File: src/rtl/tl_pkg.sv
// tl_pkg: phase codes, default phase durations and phase helpers for traffic_light_ctrl
package tl_pkg;
  typedef enum logic [1:0] {RED = 2'd0, ORANGE = 2'd1, GREEN = 2'd2, FLASH = 2'd3} phase_e;
  localparam int RED_DUR = 9;
  localparam int ORANGE_DUR = 3;
  localparam int GREEN_DUR = 4;
  localparam int FLASH_DUR = 1;
  function automatic int dur_of(phase_e p);
    return p == RED ? RED_DUR : p == ORANGE ? ORANGE_DUR : p == GREEN ? GREEN_DUR : FLASH_DUR;
  endfunction
  function automatic phase_e next_phase(phase_e p);
    return p == RED ? ORANGE : p == ORANGE ? GREEN : RED;
  endfunction
endpackage

File: src/rtl/traffic_light_ctrl_if.sv
// traffic_light_ctrl_if: controller bus; master drives tick/ped_req(/flash_req with TL_FLASH_EN), slave returns lamps, phase, remain, ped_wait
interface traffic_light_ctrl_if import tl_pkg::*; #(parameter int CNT_W = 8);
  logic tick;
  logic ped_req;
`ifdef TL_FLASH_EN
  logic flash_req;
`endif
  logic red;
  logic orange;
  logic green;
  phase_e phase;
  logic [CNT_W-1:0] remain;
  logic ped_wait;
`ifdef TL_FLASH_EN
  modport master (output tick, ped_req, flash_req, input red, orange, green, phase, remain, ped_wait);
  modport slave (input tick, ped_req, flash_req, output red, orange, green, phase, remain, ped_wait);
`else
  modport master (output tick, ped_req, input red, orange, green, phase, remain, ped_wait);
  modport slave (input tick, ped_req, output red, orange, green, phase, remain, ped_wait);
`endif
endinterface

File: src/rtl/tl_phase_timer.sv
// tl_phase_timer: tick-enabled phase counter; ports clk, reset, en, clr, limit in; cnt, term (cnt==limit-1) out
module tl_phase_timer #(
  parameter int CNT_W = 8
) (
  input  logic             clk,
  input  logic             reset,
  input  logic             en,
  input  logic             clr,
  input  logic [CNT_W-1:0] limit,
  output logic [CNT_W-1:0] cnt,
  output logic             term
);
  always_ff @(posedge clk)
    if (reset || clr) cnt <= '0;
    else if (en) cnt <= cnt + CNT_W'(1);
  assign term = cnt == limit - CNT_W'(1);
endmodule

File: src/rtl/traffic_light_ctrl.sv
// traffic_light_ctrl: tick-timed RED->ORANGE->GREEN light with pedestrian green shortening; ports clk, reset, bus (slave); TL_FLASH_EN adds flash_req and the FLASH phase
module traffic_light_ctrl import tl_pkg::*; #(
  parameter int RED_TICKS = dur_of(RED),
  parameter int ORANGE_TICKS = dur_of(ORANGE),
  parameter int GREEN_TICKS = dur_of(GREEN),
  parameter int MIN_GREEN = 2,
  parameter int CNT_W = 8,
  parameter int FLASH_TICKS = dur_of(FLASH)
) (
  input logic clk,
  input logic reset,
  traffic_light_ctrl_if.slave bus
);
  phase_e phase_q, phase_d;
  logic [CNT_W-1:0] cnt, limit;
  logic term, clr, adv, short_g;
  logic red_q, orange_q, green_q, ped_q;
  logic orange_d, ped_d;
  tl_phase_timer #(.CNT_W(CNT_W)) u_timer (
    .clk(clk),
    .reset(reset),
    .en(bus.tick),
    .clr(clr),
    .limit(limit),
    .cnt(cnt),
    .term(term)
  );
  always_comb begin
    limit = phase_q == ORANGE ? CNT_W'(ORANGE_TICKS) :
            phase_q == GREEN  ? CNT_W'(GREEN_TICKS)  :
            phase_q == FLASH  ? CNT_W'(FLASH_TICKS)  : CNT_W'(RED_TICKS);
    short_g = phase_q == GREEN && ped_q && cnt >= CNT_W'(MIN_GREEN - 1);
    adv = bus.tick && (term || short_g);
    phase_d = adv ? next_phase(phase_q) : phase_q;
    clr = adv;
    ped_d = (phase_q == RED || (adv && phase_d == RED)) ? 1'b0 : ped_q || bus.ped_req;
    orange_d = phase_d == ORANGE;
`ifdef TL_FLASH_EN
    if (bus.flash_req || phase_q == FLASH) begin
      phase_d = bus.flash_req ? FLASH : RED;
      clr = phase_q != FLASH || !bus.flash_req || (bus.tick && term);
      ped_d = 1'b0;
      orange_d = bus.flash_req && (phase_q != FLASH || (orange_q ^ (bus.tick && term)));
    end
`endif
  end
  always_ff @(posedge clk)
    if (reset) begin
      phase_q <= RED;
      red_q <= 1'b1;
      orange_q <= 1'b0;
      green_q <= 1'b0;
      ped_q <= 1'b0;
    end else begin
      phase_q <= phase_d;
      red_q <= phase_d == RED;
      orange_q <= orange_d;
      green_q <= phase_d == GREEN;
      ped_q <= ped_d;
    end
  assign bus.red = red_q;
  assign bus.orange = orange_q;
  assign bus.green = green_q;
  assign bus.phase = phase_q;
  assign bus.remain = limit - CNT_W'(1) - cnt;
  assign bus.ped_wait = ped_q;
endmodule
File: src/flat_wrapper.sv
// flat-port wrapper written by rule: the top's interface ports become plain ports
module traffic_light_ctrl_flat import tl_pkg::*;
#(
  parameter int RED_TICKS = dur_of(RED),
  parameter int ORANGE_TICKS = dur_of(ORANGE),
  parameter int GREEN_TICKS = dur_of(GREEN),
  parameter int MIN_GREEN = 2,
  parameter int CNT_W = 8,
  parameter int FLASH_TICKS = dur_of(FLASH)
)
  (clk, reset, bus_tick, bus_ped_req, bus_red, bus_orange, bus_green, bus_phase, bus_remain, bus_ped_wait);
  traffic_light_ctrl_if #(.CNT_W(CNT_W)) bus_i ();
  input logic clk;
  input logic reset;
  input wire logic [$bits(bus_i.tick)-1:0] bus_tick;
  input wire logic [$bits(bus_i.ped_req)-1:0] bus_ped_req;
  output wire logic [$bits(bus_i.red)-1:0] bus_red;
  output wire logic [$bits(bus_i.orange)-1:0] bus_orange;
  output wire logic [$bits(bus_i.green)-1:0] bus_green;
  output wire logic [$bits(bus_i.phase)-1:0] bus_phase;
  output wire logic [$bits(bus_i.remain)-1:0] bus_remain;
  output wire logic [$bits(bus_i.ped_wait)-1:0] bus_ped_wait;
  assign bus_i.tick = bus_tick;
  assign bus_i.ped_req = bus_ped_req;
  assign bus_red = bus_i.red;
  assign bus_orange = bus_i.orange;
  assign bus_green = bus_i.green;
  assign bus_phase = bus_i.phase;
  assign bus_remain = bus_i.remain;
  assign bus_ped_wait = bus_i.ped_wait;
  traffic_light_ctrl #(.RED_TICKS(RED_TICKS), .ORANGE_TICKS(ORANGE_TICKS), .GREEN_TICKS(GREEN_TICKS), .MIN_GREEN(MIN_GREEN), .CNT_W(CNT_W), .FLASH_TICKS(FLASH_TICKS)) u_core (.clk(clk), .reset(reset), .bus(bus_i));
endmodule
File: config.mk
export PLATFORM = sky130hd
export DESIGN_NAME = traffic_light_ctrl_flat
export DESIGN_NICKNAME = d
export VERILOG_FILES = /design/src/rtl/tl_pkg.sv /design/src/rtl/traffic_light_ctrl_if.sv /design/src/rtl/tl_phase_timer.sv /design/src/rtl/traffic_light_ctrl.sv /design/src/flat_wrapper.sv
export SDC_FILE = /design/constraint.sdc
export NUM_CORES = 1
export LEC_CHECK = 0
export BUFFER_PORTS_ARGS = -buffer_cell sky130_fd_sc_hd__buf_2
export CAP_MARGIN = 5
export CORE_MARGIN = 2
export CORE_UTILIZATION = 55
export DETAILED_ROUTE_END_ITERATION = 8
export GPL_TIMING_DRIVEN = 0
export PLACE_DENSITY = 0.78
export SYNTH_ARGS = -nofsm -noshare
export SYNTH_HDL_FRONTEND = slang
export SYNTH_SLANG_ARGS = --single-unit
export TNS_END_PERCENT = 100
File: constraint.sdc
create_clock -name clk -period 3.71 [get_ports clk]
set_input_delay 0.742 -clock clk [delete_from_list [all_inputs] [get_ports clk]]
set_output_delay 0.742 -clock clk [all_outputs]
set_load 0.05 [all_outputs]
# --- Word-level counts from Yosys, hierarchy flattened ---
# Index checks and enable logic that the tools add are counted.
classes:
  addsub: 3
  magnitude_cmp: 1
  n_eq_ne: 6
  muxes: 6
  reduce_logical: 11
op_table:
  columns: ["op", "count"]
  rows:
  - ["$mux 8", 2]
  - ["$add 8x1->8 const B", 1]
  - ["$eq 8x8->1", 1]
  - ["$ge 8x1->1 const B", 1]
  - ["$sub 8x1->8 const B", 1]
  - ["$sub 8x8->8", 1]
  - ["$eq 2x2->1 const B", 3]
  - ["$mux 2", 3]
  - ["$eq 2x1->1 const B", 2]
  - ["$logic_and 1x1->1", 4]
  - ["$logic_not 2->1", 2]
  - ["$logic_or 1x1->1", 4]
  - ["$mux 4", 1]
  - ["$reduce_or 2->1", 1]
totals:
  regBits: 14
  input_bits: 4
  out_inout_bits: 14
  elab_cells: 33

# --- Logic depth before layout (Yosys ltp) ---
# Gate-level depths: netlist of the first run.
depth:
  ltp_word: 13
  ltp_mapped: 10
  ltp_nobuf: 10

# --- By module ---
# From an unflattened synthesis of the first run, not the netlist that was laid out.
hier_totals:
  hier_cells: 147
  hier_area_um2: 1209.9
by_module_without_submodules:
  columns: ["module", "instances", "cells_per_inst", "area_each_um2", "seq_area_each_um2"]
  rows:
  - ["traffic_light_ctrl", 1, 76, 621.8, 120.1]
  - ["tl_phase_timer", 1, 71, 588.1, 160.2]

# --- Least setup slack after synthesis of the first run ---
# No wires, ideal clock.
synth_path:
  path_kind: "register -> output"
  from: "register u_core.phase_q[0] (netlist: u_core.bus.phase[0])"
  to: "output bus_remain[6]"
  t_arrival_ns: 3.097
  required_ns: 2.968
  path_slack_ns: -0.129
  stages_incl_launch_ff: 11
  n_path_buf: 0
  path_cell_list: "dfxtp_1 inv_1 ha_1 inv_1 ha_1 inv_1 fa_1 a21o_1 a21oi_1 o31ai_1 xor2_1"
synth_via:
  elab_chain_cells: 6
  word_cells_on_any_way: 8
  cone_classes: "add/sub (2); eq/ne (3); mux (3)"
synth_lines:
  columns: ["item", "line", "text"]
  rows:
  - ["start: declaration", "traffic_light_ctrl.sv:14", "phase_e phase_q, phase_d;"]
  - ["start signal: assignment", "traffic_light_ctrl.sv:55", "phase_q <= phase_d;"]
  - ["$eq 2x2->1", "traffic_light_ctrl.sv:31", "phase_q == FLASH ? CNT_W'(FLASH_TICKS) : CNT_W'(RED_TICKS);"]
  - ["$mux 4", "traffic_light_ctrl.sv:31", null]
  - ["$mux 8", "traffic_light_ctrl.sv:30", "phase_q == GREEN ? CNT_W'(GREEN_TICKS) :"]
  - ["$mux 8 (*)", "traffic_light_ctrl.sv:29", "limit = phase_q == ORANGE ? CNT_W'(ORANGE_TICKS) :"]
  - ["$sub 8x1->8 (*)", "traffic_light_ctrl.sv:65", "assign bus.remain = limit - CNT_W'(1) - cnt;"]
  - ["$sub 8x8->8 (*)", "traffic_light_ctrl.sv:65", null]
  - ["end: declaration", "flat_wrapper.sv:21", "output wire logic [$bits(bus_i.remain)-1:0] bus_remain;"]
# Mark *: on every way between the ends. The rest lies on a longest branch, timed or not.

# --- Worst setup path in the final report of the first run ---
layout_path:
  from: "register u_core.phase_q[0] (netlist: u_core.bus.phase[0])"
  to: "output bus_remain[5]"
# Same word-level chain as after synthesis.

==> results of run 1 <==
## cells by family (layout without fill, tap and decap cells)
group                      count (synthesis)  after routing  share of synthesized area (%)
AOI/OAI and AO/OA                         26             26                           16.1
other                                      1              1                          0.343
adders and majority gates                 16             16                           19.0
xor gates and xnor gates                  12             12                           9.60
muxes                                      2              2                           1.83
and+or+nand+nor                           38             38                           21.3
buffers and inverters                     16             35                           6.29
DFF                                       14             14                           25.6
## per-layer routing
layer | GRT usage, % | share of wire (%) | vias up
met3 | 3.70 | 3.6 | 5
met4 | 8.57 | 1.4 | 0
met1 | 29.3 | 48 | 450
met2 | 32.6 | 47 | 21
li1 | - | - | 482
met5 | 0 | 0 | -
## worst min-delay path by stage
stage,start,endpoint,slack [ns],depth (start not counted)
after floorplan,u_core.u_timer.cnt[1],u_core.u_timer.cnt[1],0.53,2
after global placement,u_core.bus.ped_wait,u_core.bus.ped_wait,0.54,2
after detailed placement,u_core.bus.ped_wait,u_core.bus.ped_wait,0.56,2
after CTS,u_core.bus.ped_wait,u_core.bus.ped_wait,0.57,2
after global routing,u_core.bus.phase[0],u_core.bus.phase[0],0.57,2
final,u_core.bus.phase[0],u_core.bus.phase[0],0.52,2
## layout by cell type (no fill, tap or decap), types with 3 or more instances in the layout
master / count
nor3_1: 10
nor3b_1: 3
dfxtp_1: 12
clkbuf_4: 3
nand4_1: 3
o21ai_0: 8
nand3_1: 6
nand2_1: 3
ha_1: 15
xnor2_1: 8
xor2_1: 3
buf_2: 17
a21oi_1: 8
inv_1: 13
nor2_1: 5
## flip-flops by register name, indices dropped and copies added (netlist names)
| register | cells |
|---|---|
| u_core.bus.green | 1 |
| u_core.bus.orange | 1 |
| u_core.bus.phase | 2 |
| u_core.bus.ped_wait | 1 |
| u_core.bus.red | 1 |
| u_core.u_timer.cnt | 8 |
## power by group through the flow
stage / logic, mW / registers (mW) / clock network [mW]
final: 0.0802 / 0.157 / 0.0877
after global routing: 0.0869 / 0.158 / 0.0943
after CTS: 0.0805 / 0.157 / 0.0900
after detailed placement: 0.0801 / 0.161 / 0
after global placement: 0.0781 / 0.161 / 0
after floorplan: 0.0649 / 0.160 / 0
## worst max-delay path: stages, from the launching register on
cell	delay, ns
dfxtp_2	0.40
inv_1	0.12
ha_1	0.26
xor2_1	0.18
ha_1	0.35
o21a_1	0.21
o31a_1	0.13
or4b_1	0.48
nand3_1	0.09
buf_2	0.26
## area by class of cell
type,count,area (µm²)
plain buffers,3,20.0
multi-input cells,95,753
repair buffers,16,80.1
flip-flops and latches,14,283
clock buffers,3,22.5
fillers,183,681
inverters,13,48.8
well taps,27,33.8
## Yosys cell counts, types with 3 or more instances
cell      n
a21oi_1   8
dfxtp_1  14
ha_1     15
inv_1    13
nand2_1   3
nand3_1   6
nand4_1   3
nor2_1    5
nor3_1   10
nor3b_1   3
o21ai_0   8
xnor2_1   8
xor2_1    4
## timing repair
item | in CTS | in global routing
endpoints found under the setup margin | 0 | 2
gates resized for setup | 0 | 2
endpoints found under the hold margin | 0 | 0
## metrics by stage
step / instances / total power, mW / utilization, % / cell area [µm²]
after floorplan: 125 / 0.224 / - / 1100
after global routing: 171 / 0.339 / 64.6 / 1240
final: 171 / 0.325 / 64.6 / 1240
after CTS: 171 / 0.328 / 64.5 / 1240
after global placement: 168 / 0.239 / 63.3 / 1220
after detailed placement: 168 / 0.241 / 63.3 / 1220
==> impl_metrics.toml, run 1 <==
[status]
status = "finished clean"

[placement]
place_ws_ns = 0.415
place.detailed.hpwl_um = 1710
gp_congestion = 0.812
number_of_input_and_output_port_buffers_inserted = 16

[route]
number_of_detailed_routing_iterations_run_before_antenna_repair = 4
route.detailed.wl_per_inst_um = 13.1
routed_via_density = 5.60
routed_wire_length_um = 2240
drtAntennaViolNets = 0
initialDrtViolationCount = 14
drc_errors = 0
vias = 958

[timing]
setup_viol = 0
hold_viol_final = 0
final_max_slew_viol_count = 0
worst_slack_ns = 0.199
fmax_mhz = 285
final.hold.worst_slack_ns = 0.522
rsz_0062_raised_after_global_routing = "no"
min_period_ns = 3.51
clock_skew_ns = 0.00356
timing.setup.tns_ns = 0
period_share_pct = 94.6

[yosys]
yosysTopAreaCellShare_pct = 25.6
synth_top_cell_by_area = "dfxtp_1"
synth.avg_cell_area_um2 = 8.76
synthesis.yosys.warnings = 0
ys_seq_area_share_pct = 25.6
netlist-cell-type-count = 35
synth_edf_count = 0
mappedNetlistNets = 145
netlist_top_cells_area = "dfxtp_1 (26%), ha_1 (17%), xnor2_1 (6.4%)"
synthFlopType = "dfxtp_1"
postSynth.asyncResetShare_pct = 0
ff_latch_count_synth = 14
post_synth_inst_count = 125
syn_area_um2 = 1090

[setup_path]
rr_startpoint = "u_core.bus.phase[0]"
timing.rr.end = "u_core.bus.green"
ff2ff_path_depth = 9
required_ns = 2.97
setup.worst_path.end = "bus_remain[5]"
worst_setup_path_start_kind = "flip-flop"
crit_path_max_fanout = 7
setup.worst_path.end_class = "primary output"
worstSetupPathType = "flip-flop to primary output"
critPathLaunch = "u_core.bus.phase[0]"
cp_data_arrival_time_ns = 2.77
reg2reg_slack_ns = 1.49

[global_route]
vias_in_the_first_global_route = 884
grt_first_pass_wirelength_um = 3950
grt_max_degree = 11
grt_antenna_before_repair = 0
globalRouteTotalUtil_pct = 21.2
globalRoute.totalOverflow = 0

[die]
starting_density_of_the_core_pct = 57.0
floorplan.rows = 16
dieHeight_um = 48.6
dieWidth_um = 48.6
design.portCount = 18
dieArea_um2 = 2360
design.core.area_um2 = 1920

[run]
max-cap-violations = 0

[cells_and_area]
layout-area-overhead-vs-synth_pct = 13.4
n_antenna_cell = 0
layout-drive-gt1-share_pct = 20.8
finalNetCount = 166

[clocking]
clock_latency_ns = 0.28
number_of_hold_buffers_added_after_cts = 0
cts-buffers-inserted = 3
cts_root_buffer = "clkbuf_4"
clock_tree.buffer_depth = 2
numClockSinks = 14
clkSlewWorstSetupHoldPaths_ns = 0.08
clock_tree.htree_level_count = 1
count_of_buffers_added_by_post_cts_timing_repair_for_setup = 0
cts_tree = "built"

[pwr]
switching_share_pct = 34.1
powerDensity_nw_per_um2 = 262
clockPowerShare_pct = 27.0
seqPwrFrac_pct = 48.4
pwr-share-comb_pct = 24.6
cell_internal_pwr_mw = 0.215
power.switching_mw = 0.111
power.static_leakage_nw = 0.524
vdd_drop_max_mv = 0.186

[min_path]
hold_class = "flip-flop to flip-flop"
No activity file was read; power rests on OpenSTA's default activity.
==> run 2, diff against run 1 <==
--- a/config.mk
+++ b/config.mk
@@ -8,10 +8,12 @@
 export BUFFER_PORTS_ARGS = -buffer_cell sky130_fd_sc_hd__buf_2
 export CAP_MARGIN = 5
 export CORE_MARGIN = 2
-export CORE_UTILIZATION = 55
+export CORE_UTILIZATION = 58
+export CTS_BUF_LIST = sky130_fd_sc_hd__clkbuf_2
 export DETAILED_ROUTE_END_ITERATION = 8
 export GPL_TIMING_DRIVEN = 0
-export PLACE_DENSITY = 0.78
+export HOLD_SLACK_MARGIN = 0.15
+export PLACE_DENSITY = 0.82
 export SYNTH_ARGS = -nofsm -noshare
 export SYNTH_HDL_FRONTEND = slang
 export SYNTH_SLANG_ARGS = --single-unit
==> run 2 against run 1 <==
Worst setup slack lost 0.033 ns; critical path depth is the same; routed wire length increased by 2.6%; register-to-register slack worse by 0.04 ns; final cell count decreased by 0.58%; via count down 1.0%; core utilization rose by 6.5 points; sequential share of layout area unchanged; combinational power grew 1%; worst hold slack improved by 0.019 ns; largest power group unchanged.
==> impl_metrics.toml, run 2 (synthesis results as in run 1) <==
[status]
status = "finished clean"

[setup_path]
required_ns = 2.97
setup.worst_path.end_class = "primary output"
cp_data_arrival_time_ns = 2.80
rr_startpoint = "u_core.bus.phase[0]"
crit_path_max_fanout = 7
worstSetupPathType = "flip-flop to primary output"
critPathLaunch = "u_core.bus.phase[0]"
worst_setup_path_start_kind = "flip-flop"

[timing]
rsz_0062_raised_after_global_routing = "no"
final.hold.worst_slack_ns = 0.541
worst_slack_ns = 0.166
period_share_pct = 95.5
setup_viol = 0
min_period_ns = 3.54
fmax_mhz = 282
final_max_slew_viol_count = 0
timing.setup.tns_ns = 0
clock_skew_ns = 0.00692
hold_viol_final = 0

[clocking]
cts-buffers-inserted = 3
clock_tree.buffer_depth = 2
cts_tree = "built"
numClockSinks = 14
number_of_hold_buffers_added_after_cts = 0
clock_tree.htree_level_count = 1
count_of_buffers_added_by_post_cts_timing_repair_for_setup = 0
cts_root_buffer = "clkbuf_2"
clkSlewWorstSetupHoldPaths_ns = 0.14
clock_latency_ns = 0.29

[run]
max-cap-violations = 0

[cells_and_area]
final-instance-count-excl-fill = 170
fin_area_um2 = 1240
finalNetCount = 166
highest_count_cells_in_the_layout_ignoring_fill_and_taps = "buf_2 (16), ha_1 (15), inv_1 (13)"
layout_commonest_cell = "buf_2"
top_register = "u_core.u_timer.cnt"
n_antenna_cell = 0
final_core_utilization_pct = 71.1
layout-area-overhead-vs-synth_pct = 13.4
layout-drive-gt1-share_pct = 21.4
largest_register_ffs = 8

[route]
number_of_detailed_routing_iterations_run_before_antenna_repair = 4
initialDrtViolationCount = 21
routed_via_density = 5.58
vias = 948
drc_errors = 0
route.detailed.wl_per_inst_um = 13.5
routed_wire_length_um = 2300
drtAntennaViolNets = 0

[min_path]
hold_path_startpoint = "u_core.bus.phase[0]"
hold_class = "flip-flop to flip-flop"

[die]
design.portCount = 18
dieArea_um2 = 2250
dieHeight_um = 47.4
design.core.area_um2 = 1750
dieWidth_um = 47.4
floorplan.rows = 15
starting_density_of_the_core_pct = 62.7

[global_route]
grt_first_pass_wirelength_um = 3620
grt_antenna_before_repair = 0
grt_max_degree = 11
globalRoute.totalOverflow = 0
globalRouteTotalUtil_pct = 23.2
vias_in_the_first_global_route = 842

[placement]
dpl.cell_count = 166
gp_congestion = 0.832
place.detailed.hpwl_um = 1850
place_ws_ns = 0.394
number_of_input_and_output_port_buffers_inserted = 16
area_after_detailed_placement_um2 = 1210

[pwr]
power.static_leakage_nw = 0.523
vdd_drop_max_mv = 0.199
powerDensity_nw_per_um2 = 252
finalPower_mw = 0.313
-- run 2: changes by cell type in the layout (fill, tap and decap cells not counted), sizes merged --
cell,change
buf,-1
clkbuf,+1
clkinv,+1
-- run 2: timing repair --
item                       CTS  global route
setup endpoints to repair    0             4
gates resized for setup      0             4
hold endpoints to repair     0             0
-- run 2: routing by layer --
| layer | wire [µm] | global-route usage [%] |
|---|---|---|
| met1 | 1050 | 29.9 |
| met2 | 1120 | 38.9 |
| met3 | 100 | 3.40 |
| met4 | 29 | 9.44 |
| met5 | 0 | 0 |
-- run 2: cell type report --
type / instances / area [µm²]
well taps: 25 / 31.3
clock inverters: 1 / 3.75
repair buffers: 16 / 82.6
flip-flops and latches: 14 / 283
multi-input cells: 95 / 757
inverters: 13 / 48.8
plain buffers: 3 / 20.0
clock buffers: 3 / 15.0
fillers: 137 / 504
-- run 2: where the power goes --
part / internal [mW] / switching, mW
clock network: 0.0234 / 0.0506
registers: 0.153 / 0.00463
logic: 0.0242 / 0.0571
-- run 2: path summary, 6_finish.rpt --
kind	end	slack, ns	cells after the start
hold / removal	u_core.bus.phase[0]	0.54	2
hold reg to reg	u_core.bus.phase[0]	0.54	2
setup reg to reg	u_core.bus.green	1.45	9
setup / recovery	bus_remain[5]	0.17	9
-- run 2: worst max-delay path: stages (launching register included) --
cell and delay [ns]:
dfxtp_2 0.42, inv_1 0.13, ha_1 0.26, xor2_1 0.17, ha_1 0.36, o21a_1 0.21
o31a_1 0.13, or4b_1 0.48, nand3_1 0.09, buf_2 0.25
